`src/rtl/fetch_stage.sv`:
```
// Instruction fetch: owns the PC, reads imem combinationally, queues {inst, pc} for decode.
// Latency: a word fetched in cycle N appears on inst_* in cycle N+1 when the queue was empty.
// Backpressure: inst_ready low fills the queue to DEPTH, then fetch_pc holds; redirects flush.
module fetch_stage #(
  parameter logic [31:0] RESET_PC   = 32'h0000_0000,
  parameter int          DEPTH      = 2,
  parameter logic [31:0] PROG_BYTES = 32'd36
) (
  input  logic        clk,
  input  logic        rst_n,
  output logic [31:0] imem_addr,
  input  logic [31:0] imem_data,
  input  logic [1:0]  redir_kind,
  input  logic [31:0] redir_pc,
  input  logic [25:0] redir_imm,
  input  logic [31:0] redir_reg,
  output logic        inst_valid,
  input  logic        inst_ready,
  output logic [31:0] inst_data,
  output logic [31:0] inst_pc,
  output logic [31:0] inst_pc4,
  output logic        fetch_done,
  output logic        fetch_err
);

  localparam int         AW      = $clog2(DEPTH);
  localparam logic [AW:0] DEPTH_C = (AW + 1)'(DEPTH);

  logic [31:0] fetch_pc;
  logic [31:0] q_data [DEPTH];
  logic [31:0] q_pc   [DEPTH];
  logic [AW-1:0] head;
  logic [AW-1:0] tail;
  logic [AW:0]   count;

  logic        pop;
  logic        push;
  logic        redir;
  logic [31:0] target;
  logic [31:0] seq_pc;
  logic [31:0] br_off;

  assign imem_addr  = fetch_pc;
  assign inst_valid = (count != '0);
  // Head entry comes straight out of the queue registers, so imem_data never reaches inst_* in the same cycle.
  assign inst_data  = q_data[head];
  assign inst_pc    = q_pc[head];
  assign inst_pc4   = inst_pc + 32'd4;
  assign fetch_done = (fetch_pc >= PROG_BYTES) && (count == '0);

  assign pop   = inst_valid & inst_ready;
  assign redir = (redir_kind != 2'b00);
  assign push  = ((count < DEPTH_C) | pop) & (fetch_pc < PROG_BYTES) & ~redir;

  // Redirect target for the three control-transfer kinds.
  always_comb begin
    seq_pc = redir_pc + 32'd4;
    br_off = {{14{redir_imm[15]}}, redir_imm[15:0], 2'b00};
    target = fetch_pc;
    case (redir_kind)
      2'b01:   target = seq_pc + br_off;
      2'b10:   target = {seq_pc[31:28], redir_imm, 2'b00};
      2'b11:   target = redir_reg;
      default: target = fetch_pc;
    endcase
  end

  // Program counter and sticky misalignment flag; redirect wins over sequential fetch.
  always_ff @(posedge clk or negedge rst_n) begin
    if (!rst_n) begin
      fetch_pc  <= RESET_PC;
      fetch_err <= 1'b0;
    end else if (redir) begin
      fetch_pc <= {target[31:2], 2'b00};
      if (target[1:0] != 2'b00) begin
        fetch_err <= 1'b1;
      end
    end else if (push) begin
      fetch_pc <= fetch_pc + 32'd4;
    end
  end

  // Queue storage; cleared on reset so the idle head reads as zero.
  always_ff @(posedge clk or negedge rst_n) begin
    if (!rst_n) begin
      for (int i = 0; i < DEPTH; i++) begin
        q_data[i] <= '0;
        q_pc[i]   <= '0;
      end
    end else if (push) begin
      q_data[tail] <= imem_data;
      q_pc[tail]   <= fetch_pc;
    end
  end

  // Queue pointers and occupancy; a redirect empties the queue after honouring a same-cycle pop.
  always_ff @(posedge clk or negedge rst_n) begin
    if (!rst_n) begin
      head  <= '0;
      tail  <= '0;
      count <= '0;
    end else if (redir) begin
      head  <= head + AW'(pop);
      tail  <= head + AW'(pop);
      count <= '0;
    end else begin
      head <= head + AW'(pop);
      tail <= tail + AW'(push);
      case ({push, pop})
        2'b10:   count <= count + 1'b1;
        2'b01:   count <= count - 1'b1;
        default: count <= count;
      endcase
    end
  end

endmodule

```
`config.mk`:
```
export PLATFORM = sky130hd
export DESIGN_NAME = fetch_stage
export DESIGN_NICKNAME = d
export VERILOG_FILES = /design/src/rtl/fetch_stage.sv
export SDC_FILE = /design/constraint.sdc
export NUM_CORES = 1
export LEC_CHECK = 0
export CORE_AREA = 2 2 205 207
export CTS_CLUSTER_DIAMETER = 80
export DETAILED_ROUTE_END_ITERATION = 7
export DIE_AREA = 0 0 207 209
export GPL_ROUTABILITY_DRIVEN = 0
export PLACE_DENSITY = 0.5
export SETUP_SLACK_MARGIN = 0.02
export SLEW_MARGIN = 20
export SYNTH_ARGS = -nofsm -noshare
export SYNTH_HDL_FRONTEND = slang
export SYNTH_SLANG_ARGS = --single-unit
```
`constraint.sdc`:
```
create_clock -name clk -period 4.1 [get_ports clk]
set_clock_uncertainty 0.05 [all_clocks]
set_input_delay 0.82 -clock clk [delete_from_list [all_inputs] [get_ports clk]]
set_output_delay 0.82 -clock clk [all_outputs]
set_load 0.01 [all_outputs]
```
==> metrics <==
Synth Register Bits=159; worst reg-to-reg setup slack=0.58 ns; Pwr Density=294 nW/µm²; CTS tree=built; initial antenna violation count=0; gr ovfl total=0; Worst-Margin Slew=0.859 ns; most frequent cells in the layout=clkdlybuf4s50_1, mux2_2, dfrtp_1; leading area contributor after synthesis=dfrtp_1; P&R area growth vs syn=50.3%; Slew headroom=42.7%; IO Pins=258; Syn Std Cell Area=10100 µm²; PnR worst setup slack=0.123 ns; HP Class=reg2reg; ant diodes=0; Tmin final=3.98 ns; worst slack at placement=-0.377 ns; WL/cell=18.6 µm; library cells used by synthesis=64; CP required=3.23 ns; final setup fails=0; vias in the first global route=9118; Core Box Area=41300 µm²; Row Count=75; share of layout cells above drive strength 1=32.9%; startpoint types=flop; Crit. End Element=primary output; status=finished clean; Final Hold Vio Count=0; Routed Antenna Nets=0; root buf cell=clkbuf_16; ys async rst share=100%; largest net degree at the start of global routing=103; Synth warnings=0; largest family of logic cells by synthesized area=multiplexers; CP Class=reg2out; initial DRC count=391; final worst-path cycle share=97.0%; CP top delay family=simple AND/OR/NAND/NOR gates; worst-skew pair later-pin latency=0.45 ns; die footprint=43300 µm²; CTS hold repair buffers=0; Max rail drop VDD=0.189 mV; Final Max Slew Viols=0; drt first pass iters=5; Worst Path Buf+Inv=1; Seq/Total Area, Yosys=39.3%; post-synthesis compound-gate area fraction=8.70%; P_leak=6.99 nW; multiplexer area fraction after synthesis=25.7%; post-layout power=4.48 mW; Core Util, Final=36.9%; Total Wirelength=34.8 mm; H-tree Lvls=4; Num Clock Sinks=159; drt drc=0; f_max=0.251 GHz; Simple-Gate Fraction of Synth Area=10.9%; RSZ-0062 raised after global routing=no; first-pass GRT wire length=53.6 mm; Area contributors post-synth=dfrtp_1, mux2_2, ha_1; Bufs on Longest Clock Path=2; critical-path maximum fanout=6; CTS buffer count=17; commonest non-fill, non-tap cell in the layout=clkdlybuf4s50_1; Crit path arrival time=3.11 ns; clock-pin transition on the worst setup and hold timing paths=0.07 ns; adder-cell area share of the yosys netlist=5.26%; Die Y=209 µm; Primary FF master, synth=dfrtp_1; Mapped Cells=930; xor and xnor area share after synthesis=6.83%; via count=8669; slowest CP cell=or4_1; synthesized area per cell=10.9 µm²; top cell type's share of synthesized area=39.3%; cell-by-cell trace of the critical path=nor4_1, nand4_1, or4_1, a41oi_1, nor2_1, clkdlybuf4s50_1; maxcap violations=0; Post-synth EDFFs=0; PortBufs=251; Tot GR Track Use=16.1%; HPWL after DPL=27.6 mm; effective utilization at floorplan=24.5%; Nets=1486; vias per cell=4.64; Die W=207 µm; CP max stage delay=0.73 ns
synthesized netlist by cell type (all sizes together), types with 2 or more instances:
cell type	n
o21a	4
and4	4
a21o	18
or2	4
nand4	16
a21boi	4
a32o	2
mux4	22
a21oi	42
nand2	51
a32oi	5
xor2	29
a31oi	4
nor3b	2
or3	4
o211ai	4
nor2b	15
a211oi	2
nor3	13
inv	33
and2	4
buf	19
xnor2	50
nor2	66
o21bai	2
and3	9
o21ai	22
o22ai	3
nor4	7
or4	3
mux2i	19
clkbuf	25
ha	41
nand3	27
o31a	2
o311ai	2
a221oi	5
dfrtp	159
mux2	170
what timing repair did:
item                       in CTS  in global routing
resized for setup              12                 48
buffers inserted                5                  3
setup endpoints to repair      18                 22
pin swaps                       1                 19
report_power, final:
group	leakage (nW)	switching (mW)	internal (mW)
clock network	0.299	0.725	0.987
logic	4.54	0.489	0.566
registers	2.14	0.0908	1.62
path summary, 6_finish.rpt:
check	startpoint	to	depth (start not counted)
max	imem_addr[16]$_DFFE_PN0P_	fetch_done	6
min	fetch_err$_DFFE_PN0P_	fetch_err$_DFFE_PN0P_	1
max reg2reg	imem_addr[16]$_DFFE_PN0P_	q_data[53]$_DFFE_PN0P_	8
min reg2reg	fetch_err$_DFFE_PN0P_	fetch_err$_DFFE_PN0P_	1
max in group asynchronous	rst_n	q_data[59]$_DFFE_PN0P_	2
min in group asynchronous	rst_n	q_data[31]$_DFFE_PN0P_	1
layer usage:
layer / wire length [µm] / global-route usage, %
met3: 1600 / 3.43
met5: 0 / 0
met2: 16500 / 26.6
met1: 16100 / 21.3
met4: 549 / 4.36
kinds of logic after synthesis:
group | after synthesis
and+or+nand+nor | 228
muxes | 211
DFF | 159
AOI/OAI and AO/OA | 132
xor gates and xnor gates | 79
buffers and inverters | 78
adders and majority gates | 42
other | 1
sequential cells by signal, summed over array words and instances, names as in the netlist:
name and flops:
count 2, fetch_err 1, head 1, imem_addr 30, q_data 64, q_pc 60, tail 1
stage by stage:
stage,cell area (µm²),hold WS (ns),TNS [ns],instances
floorplan,10100,0.418,0,935
CTS,15000,0.422,0,1866
global placement,14300,0.410,-3.82,1829
global route,15200,0.449,0,1869
detailed placement,14300,0.397,-4.59,1829
finish,15200,0.421,0,1869
layout make-up:
type | instances | area [µm²]
Sequential cell | 159 | 3980
Clock buffer | 18 | 439
Tap cell | 539 | 674
Fill cell | 4165 | 26100
Clock inverter | 14 | 183
Multi-Input combinational cell | 698 | 6050
Inverter | 34 | 128
Timing Repair Buffer | 407 | 3760
No activity file was read; power rests on OpenSTA's default activity.
==> variant 1 (same settings) <==
The parameter `DEPTH` goes from 2 to 4.
--- a/src/rtl/fetch_stage.sv
+++ b/src/rtl/fetch_stage.sv
@@ -3,7 +3,7 @@
 // Backpressure: inst_ready low fills the queue to DEPTH, then fetch_pc holds; redirects flush.
 module fetch_stage #(
   parameter logic [31:0] RESET_PC   = 32'h0000_0000,
-  parameter int          DEPTH      = 2,
+  parameter int          DEPTH      = 4,
   parameter logic [31:0] PROG_BYTES = 32'd36
 ) (
   input  logic        clk,
Formal check against the unedited RTL: not equivalent (a bounded check fails within 4 cycles, from zero or initial values and one cycle with rst_n low).
==> variant 1 against the unedited design <==
Worst setup slack improved by 75 ps. Worst hold slack got worse by 150 ps. Final cell count up 17%. Area after synthesis increased by 49%. Core utilization grew 13 points. Wire length is 25% higher. Sequential cell count rose by 127. Combinational power up 21%. Sequential power grew 74%. Total power up 66%. Final area rose by 35%.
==> variant 1: results (changes against the unedited design) <==
finish:
  fin_cells: 2185  # +17%
  multi_input_area_um2: 7552  # +25%
  nFillCells: 3734  # -10%
  num-nonclk-inverters: 19  # -44%
  multi_input_cells: 852  # +22%
  num-nets-final: 1794  # +21%
  num-nonclk-buffers: 429  # +5.4%
  layout.nonclk_buf_frac: 0.1906  # -0.05666
  drive_gt1_frac: 0.2904  # -0.03817
  clkbuf_count: 52  # +34
worst_setup_path:
  cpPeakStageDelay_ps: 540  # -190 ps
  cp_max_fo: 10  # +4
  worstSetupStartpoint: "head[0]$_DFF_PN0_"
  reg2reg_depth: 10  # +2
  crit_end: "inst_pc4[19]"
  cp_top_family: "buffers and inverters"
  arrival_ps: 3030  # -80 ps
  reg2reg_slack_ps: 690  # +110 ps
route:
  route.met3.wl_mm: 1.994  # +25%
  wl_met2_mm: 21.21  # +29%
  wl_per_cell_um: 19.86  # +6.8%
  viasPerCell: 5.114  # +10%
power:
  power_switching_uw: 1895  # +45%
  p_leak_uw: 0.009533  # +36%
grt:
  grt_pass1_wl_mm: 68.30  # +27%
  grt_max_degree: 95  # -7.8%
  first_global_vias: 12060  # +32%
  grtUsageTotal: 0.2019  # +0.04082
  use_met3: 0.03968  # +0.005410
  use_met1: 0.2627  # +0.04978
  use_met2: 0.3457  # +0.07943
clock_tree:
  tritoncts.num_buffers: 36  # +19
  h-tree-depth: 2  # -2
  clkLatencyLatePin_ps: 540  # +90 ps
  clk_path_buf_depth: 3  # +1
  clkSinkCount: 286  # +80%
status:
  status: "complete, no violations"
synthesis:
  yosys.area_share.adder: 0.03672  # -0.01590
  ys_types: 61  # -4.7%
  synth_compound_area_frac: 0.05467  # -0.03230
  muxShareOfSynthArea: 0.2307  # -0.02598
  synth_area_per_cell_um2: 12.38  # +14%
  synth_xor_area_frac: 0.04944  # -0.01888
  synth_commonest_cells: "dfrtp_1 (286), mux2_2 (146), and2_1 (89)"
  synthTopCellsByArea: "dfrtp_1 (48%), mux4_2 (12%), mux2_2 (11%)"
place:
  dp_slack_ps: -442.0  # -65.49 ps
  place_inst: 2106  # +15%
sta:
  worst_slew_pin_slew_ps: 918.8  # +59.83 ps
hold_path:
  hold_class: "in -> async"
-- variant 1: cell types whose count changed after synthesis, moves of 10 or more --
| cell | change |
|---|---|
| o21ai_0 | +16 |
| nor2_1 | -13 |
| and2_1 | +85 |
| buf_2 | +18 |
| mux4_2 | +56 |
| xnor2_1 | +12 |
| a21oi_1 | -10 |
| nand2_1 | +34 |
| dfrtp_1 | +127 |
| inv_1 | -15 |
| nor2b_1 | +14 |
| mux2_2 | -24 |
| mux2i_1 | -15 |
-- variant 1: metrics by stage --
stage | total power (µW) | cell area, µm² | TNS, ps | hold slack [ps]
floorplan | 3582 | 15080 | 0 | 394.6
global placement | 4285 | 19190 | -2576 | 397.7
detailed placement | 4284 | 19190 | -2963 | 396.2
CTS | 7535 | 20550 | 0 | 280.7
global route | 7764 | 20560 | 0 | 308.6
finish | 7413 | 20560 | 0 | 270.0
-- variant 1: worst reg2reg max path, cell delays in order (launching register included) --
cell and delay, ps:
dfrtp_1 460, inv_1 180, ha_1 170, inv_1 40, o21ai_1 270, nand4_1 390
nor4_4 520, nor2_1 100, fa_1 420, or4_1 530, a41oi_1 200
-- variant 1: cell families after synthesis --
kind of cell               after synthesis
muxes                                  231
buffers and inverters                   83
DFF                                    286
other                                    1
adders and majority gates               43
xor gates and xnor gates                85
AOI/OAI and AO/OA                      131
and+or+nand+nor                        356
-- variant 1: power by group through the flow --
stage | registers, µW | clock network (µW) | logic, µW
after CTS | 2980 | 3270 | 1290
after detailed placement | 3050 | 0 | 1230
final | 2980 | 3160 | 1270
after global placement | 3050 | 0 | 1230
after global routing | 2990 | 3400 | 1380
after floorplan | 3010 | 0 | 569
-- variant 1: repair_timing --
action                     in CTS  in global routing
pin swaps                       1                  1
gates resized for setup        26                 13
setup endpoints to repair      21                 10
buffers inserted               19                  0
==> variant 2 (config.mk and constraints unchanged) <==
Without the edit above. Remove the case item `2'b01` of the case on `redir_kind`.
--- a/src/rtl/fetch_stage.sv
+++ b/src/rtl/fetch_stage.sv
@@ -58,7 +58,6 @@
     br_off = {{14{redir_imm[15]}}, redir_imm[15:0], 2'b00};
     target = fetch_pc;
     case (redir_kind)
-      2'b01:   target = seq_pc + br_off;
       2'b10:   target = {seq_pc[31:28], redir_imm, 2'b00};
       2'b11:   target = redir_reg;
       default: target = fetch_pc;
Check against the original RTL: not equivalent (a bounded check fails within 4 cycles, from zero or initial values and one cycle with rst_n low).
==> variant 2 against the unedited design <==
Sequential cell count unchanged. Final area is 21% lower. Non-clock buffer count decreased by 122. Area after synthesis is 20% lower. Fmax grew 2.4%. First-iteration DRC count shrank 36%. Final cell count shrank 21%. Die area did not move. Wire length shrank 26%. Critical path depth increased by 2. Worst setup slack better by 92 ps. Critical endpoint is now inst_pc4[20].
Power is not compared: it rests on default switching activity, and its combinational part moved more than twofold at a synthesized area within 25%.
==> variant 2: results (changes against the unedited design) <==
status:
  status: "complete, no violations"
synthesis:
  synthTopCellsByArea: "dfrtp_1 (49%), mux2_2 (26%), mux2i_1 (3.1%)"
  synthCells: 653  # -30%
  synth_commonest_cells: "mux2_2 (186), dfrtp_1 (159), nor2_1 (33)"
route:
  viasPerCell: 4.105  # -11%
  drt-pass1-iter-count: 4  # -1
  drt_iter0_markers: 249  # -36%
  wl_met2_mm: 12.43  # -25%
  route.met3.wl_mm: 1.374  # -14%
  wl_met1_mm: 11.60  # -28%
  drt-total-wl_mm: 25.86  # -26%
worst_setup_path:
  critPathSlowestCell: "clkdlybuf4s50_1"
  worstSetupStartpoint: "head$_DFF_PN0_"
  cp_max_fo: 7  # +1
  cp_top_family: "buffers and inverters"
  cpPeakStageDelay_ps: 550  # -180 ps
  reg2reg_slack_ps: 800  # +220 ps
  arrival_ps: 3010  # -100 ps
grt:
  grt_pass1_wl_mm: 39.26  # -27%
  first_global_vias: 6452  # -29%
  antenna_found_initial: 1  # +1
place:
  dp_slack_ps: 199.2  # +575.7 ps
  dp_hpwl_mm: 18.59  # -33%
  place_inst: 1429  # -22%
sta:
  whs_ps: 428.8  # +7.886 ps
  worst_slew_pin_slew_ps: 909.1  # +50.19 ps
finish:
  nFillCells: 4297  # +3.2%
  drive_gt1_frac: 0.2983  # -0.03029
  num-nets-final: 1052  # -29%
hold_path:
  hold_class: "in -> async"
clock_tree:
  postCtsSetupBuffers: 7  # +2
  post_cts_resized: 1  # -11
==> variant 2: changes by cell type in the layout (fill, tap and decap cells not counted), moves of 15 or more <==
| cell | change |
|---|---|
| ha_1 | -31 |
| buf_4 | -123 |
| o21ai_0 | -15 |
| mux2_2 | +16 |
| nand2_1 | -35 |
| mux4_2 | -22 |
| xnor2_1 | -29 |
| inv_1 | -18 |
| nor2_1 | -29 |
| xor2_1 | -17 |
| nand3_1 | -19 |
==> variant 2: cell type report <==
cell class	count	area share
inverter	15	0.004668
sequential	159	0.3302
clock inverter	13	0.01099
clock buffer	19	0.03672
timing repair buffer	285	0.2384
multi-input combinational	441	0.3232
tap	539	0.05591
==> variant 2: cell families (layout without fill, tap and decap cells) <==
group	count (synthesis)	after routing	share of synthesized area
compound gates	61	61	0.05003
flops	159	159	0.4926
mux	213	213	0.2934
simple gates	125	125	0.08922
fa+ha+maj	6	6	0.009293
xor+xnor	30	30	0.03253
other cells	1	6	0.0004642
buf+inv	58	332	0.03253
